$ cat src/rtl/skel_pkg.sv
// Shared types and defaults for the skeleton line rasteriser.
package skel_pkg;

    localparam int unsigned COORD_W = 10;
    localparam int unsigned H_RES   = 640;
    localparam int unsigned V_RES   = 480;

    typedef struct packed {
        logic [COORD_W-1:0] x;
        logic [COORD_W-1:0] y;
    } point_t;

    typedef enum logic [2:0] {
        StIdle,
        StLoad,
        StDraw,
        StNext,
        StDone
    } state_t;

    typedef logic [11:0] color_t;

endpackage

$ cat src/rtl/bresenham_stepper.sv
// Bresenham walker for one segment: load latches the endpoints, adv takes one step.
module bresenham_stepper #(
    parameter int unsigned COORD_W = skel_pkg::COORD_W
) (
    input  logic               clk,
    input  logic               reset,
    input  logic               load_i,
    input  logic               adv_i,
    input  logic [COORD_W-1:0] x0_i,
    input  logic [COORD_W-1:0] y0_i,
    input  logic [COORD_W-1:0] x1_i,
    input  logic [COORD_W-1:0] y1_i,
    output logic [COORD_W-1:0] cur_x_o,
    output logic [COORD_W-1:0] cur_y_o,
    output logic               at_end_o
);

    localparam int unsigned ErrW = COORD_W + 2;
    localparam logic [COORD_W-1:0] One = 1;

    logic [COORD_W-1:0]     cur_x_q, cur_x_d, cur_y_q, cur_y_d;
    logic [COORD_W-1:0]     end_x_q, end_x_d, end_y_q, end_y_d;
    logic signed [ErrW-1:0] err_q, err_d, dx_q, dx_d, dy_q, dy_d;
    logic                   sx_q, sx_d, sy_q, sy_d;
    logic [COORD_W-1:0]     adx, ady;
    logic signed [ErrW:0]   e2, dx_ext, dy_ext;

    assign at_end_o = (cur_x_q == end_x_q) && (cur_y_q == end_y_q);
    assign cur_x_o  = cur_x_q;
    assign cur_y_o  = cur_y_q;

    assign adx    = (x1_i >= x0_i) ? (x1_i - x0_i) : (x0_i - x1_i);
    assign ady    = (y1_i >= y0_i) ? (y1_i - y0_i) : (y0_i - y1_i);
    assign e2     = {err_q, 1'b0};
    assign dx_ext = {dx_q[ErrW-1], dx_q};
    assign dy_ext = {dy_q[ErrW-1], dy_q};

    always_comb begin
        cur_x_d = cur_x_q;
        cur_y_d = cur_y_q;
        end_x_d = end_x_q;
        end_y_d = end_y_q;
        err_d   = err_q;
        dx_d    = dx_q;
        dy_d    = dy_q;
        sx_d    = sx_q;
        sy_d    = sy_q;
        if (load_i) begin
            dx_d    = $signed({2'b00, adx});
            dy_d    = -$signed({2'b00, ady});
            err_d   = $signed({2'b00, adx}) - $signed({2'b00, ady});
            sx_d    = (x1_i >= x0_i);
            sy_d    = (y1_i >= y0_i);
            cur_x_d = x0_i;
            cur_y_d = y0_i;
            end_x_d = x1_i;
            end_y_d = y1_i;
        end else if (adv_i && !at_end_o) begin
            // Both tests use e2 from the pre-step error so a diagonal step is possible.
            if (e2 >= dy_ext) begin
                err_d   = err_d + dy_q;
                cur_x_d = sx_q ? (cur_x_q + One) : (cur_x_q - One);
            end
            if (e2 <= dx_ext) begin
                err_d   = err_d + dx_q;
                cur_y_d = sy_q ? (cur_y_q + One) : (cur_y_q - One);
            end
        end
    end

    always_ff @(posedge clk) begin
        if (reset) begin
            cur_x_q <= '0;
            cur_y_q <= '0;
            end_x_q <= '0;
            end_y_q <= '0;
            err_q   <= '0;
            dx_q    <= '0;
            dy_q    <= '0;
            sx_q    <= 1'b0;
            sy_q    <= 1'b0;
        end else begin
            cur_x_q <= cur_x_d;
            cur_y_q <= cur_y_d;
            end_x_q <= end_x_d;
            end_y_q <= end_y_d;
            err_q   <= err_d;
            dx_q    <= dx_d;
            dy_q    <= dy_d;
            sx_q    <= sx_d;
            sy_q    <= sy_d;
        end
    end

endmodule

$ cat src/rtl/skeleton_line_drawer.sv
// Rasterises P1-P2, P2-P3, P3-P4 of a pose frame into clipped pixel-write requests.
module skeleton_line_drawer #(
    parameter int unsigned COORD_W = skel_pkg::COORD_W,
    parameter int unsigned H_RES   = skel_pkg::H_RES,
    parameter int unsigned V_RES   = skel_pkg::V_RES
) (
    input  logic               clk,
    input  logic               reset,
    input  logic               frame_valid,
    output logic               frame_ready,
    input  logic [COORD_W-1:0] x_1,
    input  logic [COORD_W-1:0] y_1,
    input  logic [COORD_W-1:0] x_2,
    input  logic [COORD_W-1:0] y_2,
    input  logic [COORD_W-1:0] x_3,
    input  logic [COORD_W-1:0] y_3,
    input  logic [COORD_W-1:0] x_4,
    input  logic [COORD_W-1:0] y_4,
    input  logic [3:0]         r,
    input  logic [3:0]         g,
    input  logic [3:0]         b,
    output logic               px_valid,
    input  logic               px_ready,
    output logic [COORD_W-1:0] px_x,
    output logic [COORD_W-1:0] px_y,
    output logic [11:0]        px_color,
    output logic               busy,
    output logic               frame_done
);

    import skel_pkg::*;

    state_t             state_q, state_d;
    logic [1:0]         seg_q, seg_d;
    logic [COORD_W-1:0] xs_q [4];
    logic [COORD_W-1:0] ys_q [4];
    color_t             color_q;
    logic               accept, load, adv, on_screen, at_end;
    logic [COORD_W-1:0] x0, y0, x1, y1, cur_x, cur_y;

    always_comb begin
        x0 = xs_q[0];
        y0 = ys_q[0];
        x1 = xs_q[1];
        y1 = ys_q[1];
        unique case (seg_q)
            2'd1: begin
                x0 = xs_q[1]; y0 = ys_q[1]; x1 = xs_q[2]; y1 = ys_q[2];
            end
            2'd2: begin
                x0 = xs_q[2]; y0 = ys_q[2]; x1 = xs_q[3]; y1 = ys_q[3];
            end
            default: ;
        endcase
    end

    bresenham_stepper #(
        .COORD_W(COORD_W)
    ) u_stepper (
        .clk     (clk),
        .reset   (reset),
        .load_i  (load),
        .adv_i   (adv),
        .x0_i    (x0),
        .y0_i    (y0),
        .x1_i    (x1),
        .y1_i    (y1),
        .cur_x_o (cur_x),
        .cur_y_o (cur_y),
        .at_end_o(at_end)
    );

    assign on_screen = (cur_x < COORD_W'(H_RES)) && (cur_y < COORD_W'(V_RES));
    assign px_x      = cur_x;
    assign px_y      = cur_y;
    assign px_color  = color_q;
    assign busy      = (state_q != StIdle);

    always_comb begin
        state_d     = state_q;
        seg_d       = seg_q;
        accept      = 1'b0;
        load        = 1'b0;
        adv         = 1'b0;
        frame_ready = 1'b0;
        px_valid    = 1'b0;
        frame_done  = 1'b0;
        unique case (state_q)
            StIdle: begin
                frame_ready = 1'b1;
                if (frame_valid) begin
                    accept  = 1'b1;
                    seg_d   = 2'd0;
                    state_d = StLoad;
                end
            end
            StLoad: begin
                load    = 1'b1;
                state_d = StDraw;
            end
            StDraw: begin
                px_valid = on_screen;
                // Clipped pixels step without waiting for the framebuffer.
                if (!on_screen || px_ready) begin
                    if (at_end) state_d = StNext;
                    else        adv     = 1'b1;
                end
            end
            StNext: begin
                if (seg_q == 2'd2) begin
                    state_d = StDone;
                end else begin
                    seg_d   = seg_q + 2'd1;
                    state_d = StLoad;
                end
            end
            StDone: begin
                frame_done = 1'b1;
                state_d    = StIdle;
            end
            default: state_d = StIdle;
        endcase
    end

    always_ff @(posedge clk) begin
        if (reset) begin
            state_q <= StIdle;
            seg_q   <= 2'd0;
            color_q <= '0;
            for (int i = 0; i < 4; i++) begin
                xs_q[i] <= '0;
                ys_q[i] <= '0;
            end
        end else begin
            state_q <= state_d;
            seg_q   <= seg_d;
            if (accept) begin
                color_q <= {r, g, b};
                xs_q[0] <= x_1; ys_q[0] <= y_1;
                xs_q[1] <= x_2; ys_q[1] <= y_2;
                xs_q[2] <= x_3; ys_q[2] <= y_3;
                xs_q[3] <= x_4; ys_q[3] <= y_4;
            end
        end
    end

endmodule

$ cat config.mk
export PLATFORM = sky130hd
export DESIGN_NAME = skeleton_line_drawer
export DESIGN_NICKNAME = d
export VERILOG_FILES = /design/src/rtl/skel_pkg.sv /design/src/rtl/bresenham_stepper.sv /design/src/rtl/skeleton_line_drawer.sv
export SDC_FILE = /design/constraint.sdc
export NUM_CORES = 1
export LEC_CHECK = 0
export CAP_MARGIN = 20
export CORE_MARGIN = 10
export CORE_UTILIZATION = 58
export CTS_CLUSTER_SIZE = 8
export DETAILED_ROUTE_END_ITERATION = 6
export HOLD_SLACK_MARGIN = 0.1
export PLACE_DENSITY = 0.91
export SLEW_MARGIN = 25
export SYNTH_ARGS = -nofsm -noshare
export SYNTH_HDL_FRONTEND = slang
export SYNTH_SLANG_ARGS = --single-unit
$ cat constraint.sdc
create_clock -name clk -period 6.3 [get_ports clk]
set_clock_uncertainty 0.05 [all_clocks]
set_input_delay 1.26 -clock clk [delete_from_list [all_inputs] [get_ports clk]]
set_output_delay 1.26 -clock clk [all_outputs]
set_load 0.005 [all_outputs]
After elaboration in Yosys (flattened, before gate mapping)

Memory sizes are Yosys's and may differ from the RTL's.
Index checks and enable logic that the tools add are counted.
W data, S select, Z words.

Add/subtract/negate cells: 13
$lt $le $gt $ge: 6
Equal/unequal tests: 12
Multiplexer cells: 50
Bitwise gates (word level): 8
Reduce and logical (&&, ||, !) cells: 16

Operators by type and width:

| kind                    | count |
|---|---|
| $mux W10                | 18 |
| $pmux W10 S2            | 4 |
| $mux W12                | 6 |
| $sub A10 B10 Y10        | 4 |
| $add A10 B1 Y10 const B | 2 |
| $eq A10 B10 Y1          | 2 |
| $ge A10 B10 Y1          | 2 |
| $sub A10 B1 Y10 const B | 2 |
| $mux W1                 | 14 |
| $ge A13 B12 Y1          | 1 |
| $le A13 B11 Y1          | 1 |
| $add A12 B11 Y12        | 1 |
| $add A12 B12 Y12        | 1 |
| $mux W3                 | 4 |
| $neg A10 Y12            | 1 |
| $pmux W3 S4             | 1 |
| $sub A10 B10 Y11        | 1 |
| $lt A10 B10 Y1 const B  | 1 |
| $lt A10 B9 Y1 const B   | 1 |
| $or A1 B1 Y1            | 8 |
| $reduce_bool A2 Y1      | 4 |
| $eq A3 B2 Y1 const B    | 2 |
| $ne A2 B2 Y1 const B    | 3 |
| $reduce_and A3 Y1       | 2 |
| 14 further kinds        | 19 |

Flip-flop bits (word level): 93
RAM bits: 80
Output and inout bits: 36
Logic and storage cells: 119
Memories kept: 2

Memories:

| name | words | width | read ports | clocked after Yosys merged registers in | write ports | line                       | RTL |
|---|---|---|---|---|---|---|---|
| xs_q | 4     | 10    | 4          | 0                                       | 4           | skeleton_line_drawer.sv:35 | `logic [COORD_W-1:0] xs_q [4];` |
| ys_q | 4     | 10    | 4          | 0                                       | 4           | skeleton_line_drawer.sv:36 | `logic [COORD_W-1:0] ys_q [4];` |

Longest topological paths before layout

Depth in word-level cells: 13
Mapped depth: 29

By module

From an unflattened synthesis, not the netlist that was laid out.

Cells, all modules: 1315
Area, all modules: 12064.1 µm²

Modules (own cells, without submodules):

| module               | instances | cells each | area each (µm²) |
|---|---|---|---|
| bresenham_stepper    | 1         | 913        | 7572.3 |
| skeleton_line_drawer | 1         | 402        | 4491.8 |

Worst setup path before layout

Ideal clock, no wire load.

Path kind: flip-flop to flip-flop
Start point: register seg_q[0]
End point: register u_stepper.err_q[9]
Data arrival time: 5.495 ns
Slack: 0.686 ns
Cell stages (with the launch flop): 28
Clock period less this slack: 5.614 ns
Cell sequence: dfxtp_1 > inv_1 > ha_1 > buf_2 > clkbuf_1 > buf_1 > nand2_1 > o21ai_0 > inv_1 > ha_1 > fa_1 > nor2b_1 > o21ai_0 > a41o_1 > a21oi_1 > mux2_2 > a31oi_1 > o21ai_0 > xor2_1 > ha_1 > clkbuf_1 > a21oi_1 > nand2_1 > a21o_1 > nand2_1 > o22ai_1 > a211o_1 > a21oi_1

Word-level cells in the longest chain between the ends: 6

Ends and longest elaborated chain:

| element                                            | line                        | RTL |
|---|---|---|
| start: declaration                                 | skeleton_line_drawer.sv:34  | `logic [1:0] seg_q, seg_d;` |
| start signal: assignment                           | skeleton_line_drawer.sv:136 | `seg_q <= seg_d;` |
| $eq A2 B2 Y1 or $eq A2 B1 Y1 (tied branches)       | skeleton_line_drawer.sv:46  | `unique case (seg_q)` |
| $pmux W10 S2 (*)                                   | skeleton_line_drawer.sv:46  |  |
| net u_stepper.x1_i[0]                              | bresenham_stepper.sv:11     | `input logic [COORD_W-1:0] x1_i,` |
| $sub A10 B10 Y10 or $ge A10 B10 Y1 (tied branches) | bresenham_stepper.sv:32     | `assign adx = (x1_i >= x0_i) ? (x1_i - x0_i) : (x0_i - x1_i);` |
| $mux W10 (*)                                       | bresenham_stepper.sv:32     |  |
| net u_stepper.adx[7]                               | bresenham_stepper.sv:25     | `logic [COORD_W-1:0] adx, ady;` |
| $sub A10 B10 Y11 (*)                               | bresenham_stepper.sv:51     | `err_d = $signed({2'b00, adx}) - $signed({2'b00, ady});` |
| $mux W12 (*)                                       | bresenham_stepper.sv:48     | `if (load_i) begin` |
| end signal: assignment                             | bresenham_stepper.sv:87     | `err_q <= err_d;` |
| end: declaration                                   | bresenham_stepper.sv:23     | `logic signed [ErrW-1:0] err_q, err_d, dx_q, dx_d, dy_q, dy_d;` |

The timed path passes the listed nets; every way through them passes the cells marked *.
A chain may end at the register's enable or synchronous reset.

Final worst setup path

Start point: register seg_q[0]
End point: register u_stepper.err_q[6]

Word-level cells in the longest chain between the ends: 6

Ends and longest elaborated chain:

| element                                            | line                       | RTL |
|---|---|---|
| $eq A2 B2 Y1 or $eq A2 B1 Y1 (tied branches)       | skeleton_line_drawer.sv:46 |  |
| $pmux W10 S2 (*)                                   | skeleton_line_drawer.sv:46 |  |
| net u_stepper.y1_i[1]                              | bresenham_stepper.sv:12    | `input logic [COORD_W-1:0] y1_i,` |
| $sub A10 B10 Y10 or $ge A10 B10 Y1 (tied branches) | bresenham_stepper.sv:33    | `assign ady = (y1_i >= y0_i) ? (y1_i - y0_i) : (y0_i - y1_i);` |
| $mux W10 (*)                                       | bresenham_stepper.sv:33    |  |
| $sub A10 B10 Y11 (*)                               | bresenham_stepper.sv:51    |  |
| $mux W12 (*)                                       | bresenham_stepper.sv:48    |  |

Marked as above.

==> flow_summary.ini <==
[synth]
async_flop_share = 0
syn_nets = 1615
synthCells = 1406
synth_area_per_cell_um2 = 8.63
synth_seq_area_share = 0.351
syn_area_um2 = 12100
ys_types = 78
synth_seq_cells = 173
ys_warn_count = 0
synth_edf_count = 80
synthFlopType = dfxtp_1

[route]
routed-wl-met2_um = 16500
drt_first_pass_iters = 6
wl_per_cell_um = 19.6
top_layer = met4
antenna_left = 0
num_vias = 11100
drtIter0Drc = 1146
totalWireLength_um = 35000
drc_errors = 0
wl_met1_um = 14700
dr_wl_met3_um = 2790
vias_per_cell = 6.23

[sta]
rsz0062_at_grt = no
slew_violations = 0
worstMarginPinSlew_ns = 1.03
setup_viol = 0
setup_tns_ns = 0
timing_hold_violations_final = 0
max_slew_margin = 0.316
finalCritPeriodShare = 0.936
fmaxAchievable_mhz = 170
finalHoldWorstSlack_ns = 0.411
fin_crit_ns = 5.90

[worst_hold_path]
hp-class = flop to flop
holdPathEnd = px_color[5]
min-delay-start = px_color[5]
worstHoldPathCells = 2

[setup_path]
max_stage_delay_ns = 0.65
crit_required_ns = 6.58
crit_family = compound AO/OA/AOI/OAI gates
cp.arrival_ns = 6.18
endpoint_kind = flop
critPathSlowestCell = ha_1
r2r_cells = 19
reg2reg_to = u_stepper.err_q[6]
r2r-start = seg_q[0]
reg2reg_slack_ns = 0.40
path_class = flop to flop
critical_path_buf_inv_count = 2
crit_path_start_kind = flop
cp_max_fo = 17
crit_chain = ha_1 > a22oi_1 > o21ai_0 > fa_1 > a21o_1 > a21oi_1 > nor4_1 > o31a_1 > o22ai_1 > nand2_1 > inv_1 > ha_1 > inv_1 > a211oi_1 > a311oi_1 > maj3_2 > o21a_1 > or4_1 > o311ai_0

[layout]
antennaDiodeCount = 0
layout.nets = 1715
syn_to_final_growth_pct = 17.9
drive_gt1_frac = 0.0658
fin_cells = 1789
multiInputGateArea_um2 = 7220
nFillCells = 1516
seq_area_um2 = 4260
final_util = 0.701

[floorplanning]
rows = 52
io_pins = 132
die_area_um2 = 27100
die_h_um = 165
floorplan.initialDensity = 0.594
coreArea_um2 = 20400
die_width_um = 165

[pwr]
vdd_drop_max_mv = 0.229
p_per_area_nw_per_um2 = 367
leakage_uw = 0.00606

[clocking]
clk_pin_slew_ns = 0.08
post_cts_resized = 0
clkLatencyLatePin_ns = 0.44
cts_buffers = 17
htreeDepth = 4
cts_root_buffer = clkbuf_16
post_cts_buffers = 0
cts_tree = done
cts_sinks = 173
cts.path.max_buffers = 2
cts_hold_buffers = 0

[placed_design]
gp_congestion = 0.949
dp_hpwl_um = 25700
place_inst = 1757
port_buffers = 131

[run_status]
status = complete, no violations

[global_routing]
antenna_found_initial = 0
grt_first_pass_wirelength_um = 56400
grt_pass1_vias = 10900
grt_use_total = 0.256
grt_overflow = 0
grt_max_degree = 93

[job]
cap_violations = 0
==> per-stage QoR <==
| stage | total power (uW) | worst slack (ns) | cell area (um^2) |
|---|---|---|---|
| global route | 5590 | 0.0709 | 14300 |
| floorplan | 3400 | 0.686 | 12100 |
| global placement | 4050 | 0.774 | 13700 |
| finish | 5250 | 0.402 | 14300 |
| CTS | 5200 | 0.519 | 14300 |
| detailed placement | 4120 | 0.580 | 13700 |
==> layout make-up <==
class | count | share of cell area
Clock buffer | 19 | 0.0317
Clock inverter | 13 | 0.00988
Inverter | 102 | 0.0267
Multi-Input combinational cell | 1055 | 0.504
Sequential cell | 173 | 0.298
Tap cell | 270 | 0.0236
Timing Repair Buffer | 157 | 0.106
==> worst min-delay path: cells and delay by family, from the launching register on <==
family             cells  cell delay, ns
DFF                    1            0.32
AOI/OAI and AO/OA      1            0.05
and+or+nand+nor        1            0.05
==> registers in the layout, indices dropped and copies added (netlist names), 12 cells and up <==
signal           cells
xs_q                40
ys_q                40
u_stepper.err_q     12
px_color            12
u_stepper.dy_q      12
==> power by group <==
group / internal (uW) / total [uW] / switching, uW / leakage (uW)
Combinational: 1150 / 2700 / 1550 / 0.00414
Clock: 555 / 1080 / 523 / 0.000293
Sequential: 1320 / 1470 / 148 / 0.00162
==> placed cells by master, fill, tap and decap left out, drive strengths merged, types with 9 or more instances in the layout <==
master / n
a211oi: 24
xor2: 28
nor2: 76
edfxtp: 80
buf: 27
dfxtp: 93
ha: 105
a31oi: 15
a22oi: 46
inv: 110
mux2i: 12
and2: 9
a21o: 23
clkdlybuf4s50: 130
a21oi: 131
o21ai: 67
mux2: 15
clkbuf: 19
nor3: 29
nor2b: 13
nand2: 158
xnor2: 42
and3: 83
nand3: 24
o21bai: 13
==> worst max path at each step <==
stage / from / end / slack [ns] / cells after the start
floorplan: seg_q[0] / u_stepper.err_q[9] / 0.69 / 27
global placement: seg_q[0] / u_stepper.err_q[6] / 0.77 / 20
detailed placement: seg_q[0] / u_stepper.err_q[6] / 0.58 / 20
CTS: seg_q[0] / u_stepper.err_q[6] / 0.52 / 20
global route: seg_q[1] / u_stepper.err_q[6] / 0.07 / 21
finish: seg_q[0] / u_stepper.err_q[6] / 0.40 / 19
==> metal layers <==
layer,global-route usage,vias up
met2,0.420,515
met4,0.0862,0
met1,0.332,5265
met3,0.0483,74
met5,0,-
li1,-,5292
==> cell families (layout without fill, tap and decap cells) <==
logic type,after synthesis,count (layout),share of synthesized area
mux,27,27,0.0241
flops,173,173,0.351
buf+inv,178,291,0.0569
xor+xnor,70,70,0.0505
simple gates,443,443,0.180
fa+ha+maj,114,114,0.122
compound gates,401,401,0.215
==> synthesized netlist by cell type, types with 42 or more instances <==
library cell | number | area, um^2
ha_1 | 105 | 1310
a22oi_1 | 46 | 345
clkbuf_1 | 62 | 233
o21ai_0 | 67 | 335
nand2_1 | 158 | 593
inv_1 | 101 | 379
nor2_1 | 75 | 282
and3_1 | 83 | 519
dfxtp_1 | 93 | 1860
a21oi_1 | 130 | 651
edfxtp_1 | 80 | 2400
xnor2_1 | 42 | 368
Power figures use the tool's default switching activity.
